**config.mk**
```make
export PLATFORM = sky130hd
export DESIGN_NAME = bus_sync_rx
export DESIGN_NICKNAME = d
export VERILOG_FILES = /design/src/rtl/bus_sync_pkg.sv /design/src/rtl/bus_sync_rx_tgl_sync.sv /design/src/rtl/bus_sync_rx.sv
export SDC_FILE = /design/constraint.sdc
export NUM_CORES = 1
export LEC_CHECK = 0
export ABC_AREA = 1
export CORE_MARGIN = 10
export CORE_UTILIZATION = 40
export DETAILED_ROUTE_END_ITERATION = 12
export PLACE_DENSITY = 0.66
export REMOVE_ABC_BUFFERS = 1
export SLEW_MARGIN = 20
export SYNTH_ARGS = -nofsm -noshare
export SYNTH_HDL_FRONTEND = slang
export SYNTH_SLANG_ARGS = --single-unit
```
**constraint.sdc**
```tcl
create_clock -name out_clk -period 2.35 [get_ports out_clk]
set_input_delay 0.47 -clock out_clk [delete_from_list [all_inputs] [get_ports out_clk]]
set_output_delay 0.47 -clock out_clk [all_outputs]
set_load 0.1 [all_outputs]
```
**src/rtl/bus_sync_pkg.sv**
```systemverilog
// bus_sync_pkg: shared FSM state type, widths and counter-sizing helpers for bus_sync_rx.
package bus_sync_pkg;

    typedef enum logic [2:0] {
        IDLE,
        SETTLE,
        CAPTURE,
        COMPARE,
        DONE,
        ABORT
    } state_e;

    localparam int MISMATCH_CNT_WIDTH = 8;

    // The settle counter must hold SETTLE_CYCLES itself because retries reload the full count.
    function automatic int settle_cnt_width(input int settle_cycles);
        return $clog2(settle_cycles + 1);
    endfunction

    function automatic int retry_cnt_width(input int max_retry);
        return $clog2(max_retry + 1);
    endfunction

endpackage

```
**src/rtl/bus_sync_rx_tgl_sync.sv**
```systemverilog
// bus_sync_rx_tgl_sync: SYNC_STAGES-deep synchronizer for the request toggle.
module bus_sync_rx_tgl_sync #(
    parameter int SYNC_STAGES = 2
) (
    input  logic clk,
    input  logic rst_n,
    input  logic d,
    output logic q
);

    logic [SYNC_STAGES-1:0] sync_q;
    logic [SYNC_STAGES-1:0] sync_d;

    always_comb begin
        sync_d = {sync_q[SYNC_STAGES-2:0], d};
    end

    always_ff @(posedge clk) begin
        if (!rst_n) begin
            sync_q <= '0;
        end else begin
            sync_q <= sync_d;
        end
    end

    assign q = sync_q[SYNC_STAGES-1];

endmodule

```
**src/rtl/bus_sync_rx.sv**
```systemverilog
// bus_sync_rx: destination-side responder of the toggle/ack bus synchronizer.
// Define BUS_SYNC_RX_STABLE_CHECK_EN to add double-sampling with retry, abort and error reporting.
module bus_sync_rx
    import bus_sync_pkg::*;
#(
    parameter int BUS_SIZE      = 8,
    parameter int SYNC_STAGES   = 2,
    parameter int SETTLE_CYCLES = 4,
    parameter int MAX_RETRY     = 3
) (
    input  logic                          out_clk,
    input  logic                          out_reset_n,
    input  logic                          req_tgl,
    input  logic [BUS_SIZE-1:0]           in_data,
    output logic [BUS_SIZE-1:0]           out_data,
    output logic                          out_valid,
    output logic                          ack_tgl,
    output logic                          stable_err,
    output logic [MISMATCH_CNT_WIDTH-1:0] mismatch_cnt
);

    localparam int SW = settle_cnt_width(SETTLE_CYCLES);
    localparam int RW = retry_cnt_width(MAX_RETRY);
    localparam logic [SW-1:0] SETTLE_LOAD   = SW'(SETTLE_CYCLES - 1);
    localparam logic [SW-1:0] SETTLE_RELOAD = SW'(SETTLE_CYCLES);
    localparam logic [RW-1:0] RETRY_LAST    = RW'(MAX_RETRY - 1);
    localparam logic [MISMATCH_CNT_WIDTH-1:0] MM_ONE = MISMATCH_CNT_WIDTH'(1);

    logic                req_s;
    logic [BUS_SIZE-1:0] data_s;
    logic [BUS_SIZE-1:0] data_sync_q [SYNC_STAGES];
    logic [BUS_SIZE-1:0] data_sync_d [SYNC_STAGES];

    state_e                        state_q, state_d;
    logic [SW-1:0]                 settle_cnt_q, settle_cnt_d;
    logic [RW-1:0]                 retry_cnt_q, retry_cnt_d;
    logic                          seen_tgl_q, seen_tgl_d;
    logic [BUS_SIZE-1:0]           sample_q, sample_d;
    logic [BUS_SIZE-1:0]           out_data_q, out_data_d;
    logic                          out_valid_q, out_valid_d;
    logic                          ack_tgl_q, ack_tgl_d;
    logic                          stable_err_q, stable_err_d;
    logic [MISMATCH_CNT_WIDTH-1:0] mismatch_cnt_q, mismatch_cnt_d;

    bus_sync_rx_tgl_sync #(
        .SYNC_STAGES(SYNC_STAGES)
    ) u_req_sync (
        .clk  (out_clk),
        .rst_n(out_reset_n),
        .d    (req_tgl),
        .q    (req_s)
    );

    // The bus is quasi-static, so a plain flop chain suffices; stability is judged by the FSM.
    always_comb begin
        data_sync_d[0] = in_data;
        for (int i = 1; i < SYNC_STAGES; i++) data_sync_d[i] = data_sync_q[i-1];
    end

    always_ff @(posedge out_clk) begin
        for (int i = 0; i < SYNC_STAGES; i++) data_sync_q[i] <= out_reset_n ? data_sync_d[i] : '0;
    end

    assign data_s = data_sync_q[SYNC_STAGES-1];

    // Completion outputs are computed on the transition into DONE/ABORT so they appear
    // registered at the same edge the decision is made.
    always_comb begin
        state_d        = state_q;
        settle_cnt_d   = settle_cnt_q;
        retry_cnt_d    = retry_cnt_q;
        seen_tgl_d     = seen_tgl_q;
        sample_d       = sample_q;
        out_data_d     = out_data_q;
        out_valid_d    = 1'b0;
        ack_tgl_d      = ack_tgl_q;
        stable_err_d   = stable_err_q;
        mismatch_cnt_d = mismatch_cnt_q;
        case (state_q)
            IDLE: begin
                if (req_s != seen_tgl_q) begin
                    seen_tgl_d   = req_s;
                    settle_cnt_d = SETTLE_LOAD;
                    if (SETTLE_CYCLES == 1) state_d = CAPTURE;
                    else state_d = SETTLE;
                end
            end
            SETTLE: begin
                settle_cnt_d = settle_cnt_q - 1'b1;
                if (settle_cnt_q <= 1) state_d = CAPTURE;
            end
            CAPTURE: begin
                sample_d = data_s;
`ifdef BUS_SYNC_RX_STABLE_CHECK_EN
                state_d = COMPARE;
`else
                out_data_d  = data_s;
                out_valid_d = 1'b1;
                ack_tgl_d   = ~ack_tgl_q;
                state_d     = DONE;
`endif
            end
`ifdef BUS_SYNC_RX_STABLE_CHECK_EN
            COMPARE: begin
                if (sample_q == data_s) begin
                    out_data_d  = sample_q;
                    out_valid_d = 1'b1;
                    ack_tgl_d   = ~ack_tgl_q;
                    state_d     = DONE;
                end else begin
                    mismatch_cnt_d = (mismatch_cnt_q == '1) ? mismatch_cnt_q : mismatch_cnt_q + MM_ONE;
                    retry_cnt_d    = retry_cnt_q + 1'b1;
                    if (retry_cnt_q == RETRY_LAST) begin
                        stable_err_d = 1'b1;
                        ack_tgl_d    = ~ack_tgl_q;
                        state_d      = ABORT;
                    end else begin
                        settle_cnt_d = SETTLE_RELOAD;
                        state_d      = SETTLE;
                    end
                end
            end
            ABORT: begin
                retry_cnt_d = '0;
                state_d     = IDLE;
            end
`endif
            DONE: begin
                retry_cnt_d = '0;
                state_d     = IDLE;
            end
            default: state_d = IDLE;
        endcase
    end

    always_ff @(posedge out_clk) begin
        if (!out_reset_n) begin
            state_q        <= IDLE;
            settle_cnt_q   <= '0;
            retry_cnt_q    <= '0;
            seen_tgl_q     <= 1'b0;
            sample_q       <= '0;
            out_data_q     <= '0;
            out_valid_q    <= 1'b0;
            ack_tgl_q      <= 1'b0;
            stable_err_q   <= 1'b0;
            mismatch_cnt_q <= '0;
        end else begin
            state_q        <= state_d;
            settle_cnt_q   <= settle_cnt_d;
            retry_cnt_q    <= retry_cnt_d;
            seen_tgl_q     <= seen_tgl_d;
            sample_q       <= sample_d;
            out_data_q     <= out_data_d;
            out_valid_q    <= out_valid_d;
            ack_tgl_q      <= ack_tgl_d;
            stable_err_q   <= stable_err_d;
            mismatch_cnt_q <= mismatch_cnt_d;
        end
    end

    assign out_data  = out_data_q;
    assign out_valid = out_valid_q;
    assign ack_tgl   = ack_tgl_q;
`ifdef BUS_SYNC_RX_STABLE_CHECK_EN
    assign stable_err   = stable_err_q;
    assign mismatch_cnt = mismatch_cnt_q;
`else
    assign stable_err   = 1'b0;
    assign mismatch_cnt = '0;
`endif

endmodule
```
## Word level (Yosys, flattened, before mapping)

Memories as Yosys holds them, arrays and structs flattened. A register that Yosys moved wholly into a read port is not among the register bits.
Cells that the tools add are included.

- Add/sub/neg operators: 1
- $lt $le $gt $ge: 1
- Eq/ne operators: 5
- Muxes and demuxes: 8
- Bitwise gates (word level): 1
- Reduce and logical (&&, ||, !) cells: 6

Operators with widths:

| cell | count |
|---|---|
| 2-to-1 mux 8 bit | 2 |
| 2-to-1 mux 3 bit | 3 |
| case mux 3 bit (3 select lines) | 1 |
| case mux 3 bit (2 select lines) | 1 |
| AND reduction 2 bit | 3 |
| inequality test 2 bit, second input constant | 2 |
| == test 3 x 1 -> 1 bit, second input constant | 1 |
| == test 3 x 2 -> 1 bit, second input constant | 1 |
| <= comparator 3 x 1 -> 1 bit, second input constant | 1 |
| zero test 3 bit | 1 |
| subtractor 3 x 1 -> 3 bit, second input constant | 1 |
| nonzero test 2 bit | 1 |
| zero test 1 bit | 1 |
| 2-to-1 mux 1 bit | 1 |
| inequality test 1 bit | 1 |
| NOT 1 bit | 1 |

- Register bits: 11
- Bits in writable memories: 16
- Bits of input ports: 11
- Output and inout port bits: 19
- Memories: 1

Memories:

| name | words | bits a word | read ports | clocked after memory_dff | wr ports | line | source |
|---|---|---|---|---|---|---|---|
| data_sync_q | 2 | 8 | 2 | 1 | 2 | bus_sync_rx.sv:31 | `logic [BUS_SIZE-1:0] data_sync_q [SYNC_STAGES];` |

## Longest topological paths before layout

- Depth after elaboration: 3
- Mapped depth: 7
- Depth with buffers taken out: 7

## Cells and area by module

From an unflattened synthesis, not the netlist that was laid out.

- Cells, all modules: 160
- Area total of the unflattened synthesis: 1312.5 sq um

Modules (own cells, without submodules):

| module | instances | cells each | area each (sq um) | sequential area each (sq um) |
|---|---|---|---|---|
| bus_sync_rx | 1 | 154 | 1257.5 | 660.6 |
| bus_sync_rx_tgl_sync | 1 | 6 | 55.1 | 40.0 |

## Worst setup path after synthesis

Ideal clock, no wire load.

- Path type: register to output
- Start: register ack_tgl_q (netlist: ack_tgl)
- End: output port ack_tgl
- Arrival time: 0.938 ns
- Required time: 1.880 ns
- Slack: 0.942 ns
- Cell stages (with the launch flop): 1
- Cells stage by stage: dfxtp_1

RTL lines:

| what | line | source |
|---|---|---|
| from (decl) | bus_sync_rx.sv:41 | `logic ack_tgl_q, ack_tgl_d;` |
| from (signal assigned) | bus_sync_rx.sv:156 | `ack_tgl_q <= ack_tgl_d;` |
| to (decl) | bus_sync_rx.sv:17 | `output logic ack_tgl,` |

No word-level cell between the ends.

## Final worst setup path

- Start: register ack_tgl_q (netlist: ack_tgl)
- End: output port ack_tgl

No word-level cell between the ends.

==> out/metrics.yaml <==
worst-endpoint-required_ns: 1.88
grt_max_degree: 14
pre_cts_slack_ns: 0.588
rows: 20
cts_setup_buffers: 0
drv_slew: 0
setup_viol: 0
postCtsResizedCells: 0
ioPinCount: 30
fin_crit_ns: 1.48
grt-ovfl-total: 0
timing.critical_path.cells: "buf_4"
holdCritStartpoint: "data_sync_q[0][1]"
initial_core_util_pct: 42.6
fin_crit_sh_pct: 62.8
clock_latency_ns: 0.32
drive_gt1_share_pct: 18.9
worst_path_largest_cell_delay_ns: 0.38
end_kind: "output port"
num-nets-final: 197
worstReg2RegStart: "state_q[1]"
clock_path_buffers: 2
die_h_microns: 77.5
timing.final.ws_setup_ns: 0.874
avgSynthCellArea_sq_um: 8.27
detail_route.wirelength_mm: 2.17
grt_use_total_pct: 7.89
portBuffers: 20
yosysWarnings: 0
rsz0062_at_grt: "no"
ys_ff_latch: 35
critPathLaunch: "ack_tgl"
synth_area_leaders: "dfxtp_1 (53%), inv_1 (8.2%), nand2_1 (8.2%), nor2_1 (6.5%), buf_4 (6.2%)"
gp_congestion: 0.799
antennaDiodeCount: 0
numCtsBuffers: 5
vias: 928
drt_iter0_drc: 29
status: "finished, final reports clean"
die_area_sq_um: 6010
criticalPathCategory: "flop to output port"
root_buffer: "clkbuf_4"
leakage_uw: 0.000827
die_x_microns: 77.5
wl_per_cell_microns: 9.47
utilization_pct: 50.5
netlist.area_leader.share_pct: 53.0
route.detailed.drc: 0
met2_usage_pct: 11.8
critical-path-top-delay-family: "flip-flops"
avgViaCountPerCell: 4.05
area_growth_syn_to_layout_pct: 18.5
cpMaxStageDelayCell: "dfxtp_1"
mappedNetlistArea_sq_um: 1320
coreArea_sq_um: 3100
crit_fanout: 2
dr.pass1.iters: 4
finClkSkew_ns: 0.00885
n_fill_cell: 330
clock-sinks: 35
cts_hold_buffers: 0
vdd_drop_max_mv: 0.301
cts_tree: "yes"
maxCapViolCount: 0
grt.busiest_layer: "met2"
grt_pass1_wl_mm: 3.82
syn_inst: 160
clk_pin_slew_ns: 0.10
drtAntennaViolNets: 0
fmaxAchievable_mhz: 678
post-dp-hpwl_mm: 1.79
grtUsageMet1_pct: 8.52
dp_cells: 221
fin_setup_tns_ns: 0
p_per_area_nw_per_um2: 769
crit_arrival_ns: 1.01
htreeDepth: 2
grt_pass1_vias: 909
yosysTopAreaCell: "dfxtp_1"
synth.distinct_cells: 20
critPathLaunchType: "flop"
min_path_type: "flop to flop"
ys_seq_area_share_pct: 53.0
hold_violations: 0
antenna_found_initial: 0
cp.buffers_inverters: 1
grt_use_met3_pct: 3.34
post_layout_nonfiller_instances: 229
==> Yosys cell counts <==
master and number:
nor3_1 1, inv_1 29, buf_2 1, o21ai_2 8
a31oi_1 2, nand2_1 29, xor2_1 1, buf_6 1
nand2_2 1, nand3_1 5, ha_1 2, a21oi_1 1
nand3_2 3, conb_1 1, dfxtp_1 35, o21ai_0 2
nor2_1 23, inv_2 3, buf_4 11, nor2_2 1
==> area by class of cell <==
| class | count | area [sq um] | area share [%] |
|---|---|---|---|
| clock buffers | 8 | 68.8 | 4.39 |
| inverters | 32 | 120 | 7.66 |
| multi-input cells | 88 | 433 | 27.6 |
| flip-flops and latches | 35 | 701 | 44.7 |
| well taps | 44 | 55.1 | 3.51 |
| repair buffers | 22 | 190 | 12.1 |
==> metrics by stage <==
step | hold WS (ns) | area, sq um | power, uW
after global routing | 0.434 | 1570 | 1280
after detailed placement | 0.401 | 1500 | 870
after floorplan | 0.386 | 1250 | 817
after CTS | 0.416 | 1570 | 1220
after global placement | 0.393 | 1500 | 863
final | 0.410 | 1570 | 1210
==> cells in the final DEF (no fill, tap or decap) <==
cell / n
clkbuf_1: 1
clkdlybuf4s50_1: 10
nand3_1: 5
nor3_1: 1
o21ai_0: 2
nand2_2: 1
clkbuf_8: 2
a21oi_1: 1
ha_1: 2
nand2_1: 29
a31oi_1: 2
o21ai_2: 8
nor2_1: 23
inv_2: 3
xor2_1: 1
nor2_2: 1
dfxtp_1: 35
buf_4: 12
clkbuf_4: 5
conb_1: 9
inv_1: 29
nand3_2: 3
==> power by group <==
group          switching (uW)  internal [uW]  leakage (uW)
Clock                     176            176     0.0000386
Sequential               13.4            622      0.000287
Combinational             161           57.3      0.000502
==> state kept, by name, summed over array words and instances (netlist names) <==
signal / cells
out_data: 8
seen_tgl_q: 1
data_sync_q: 16
u_req_sync.sync_q: 2
out_valid: 1
state_q: 3
settle_cnt_q: 3
ack_tgl: 1
==> metal layers <==
layer / up-vias / share of wire [%] / wire length (microns)
li1: 500 / - / -
met1: 394 / 47 / 1030
met2: 29 / 44 / 946
met3: 5 / 6.4 / 139
met4: 0 / 2.7 / 58
met5: - / 0 / 0
==> cell families after synthesis <==
family | synth area share (%)
XOR/XNOR | 0.662
buffers and inverters | 16.6
adder cells (fa/ha/maj) | 1.89
AO/OA/AOI/OAI | 7.38
flip-flops | 53.0
AND/OR/NAND/NOR | 20.2
other | 0.284
==> worst paths after layout <==
kind	cells past startpoint	slack, ns	to
setup reg to reg	4	1.16	out_data[1]
hold / removal	2	0.41	data_sync_q[1][1]
setup / recovery	1	0.87	ack_tgl
hold reg to reg	2	0.41	data_sync_q[1][1]
No activity file was read; power rests on OpenSTA's default activity.
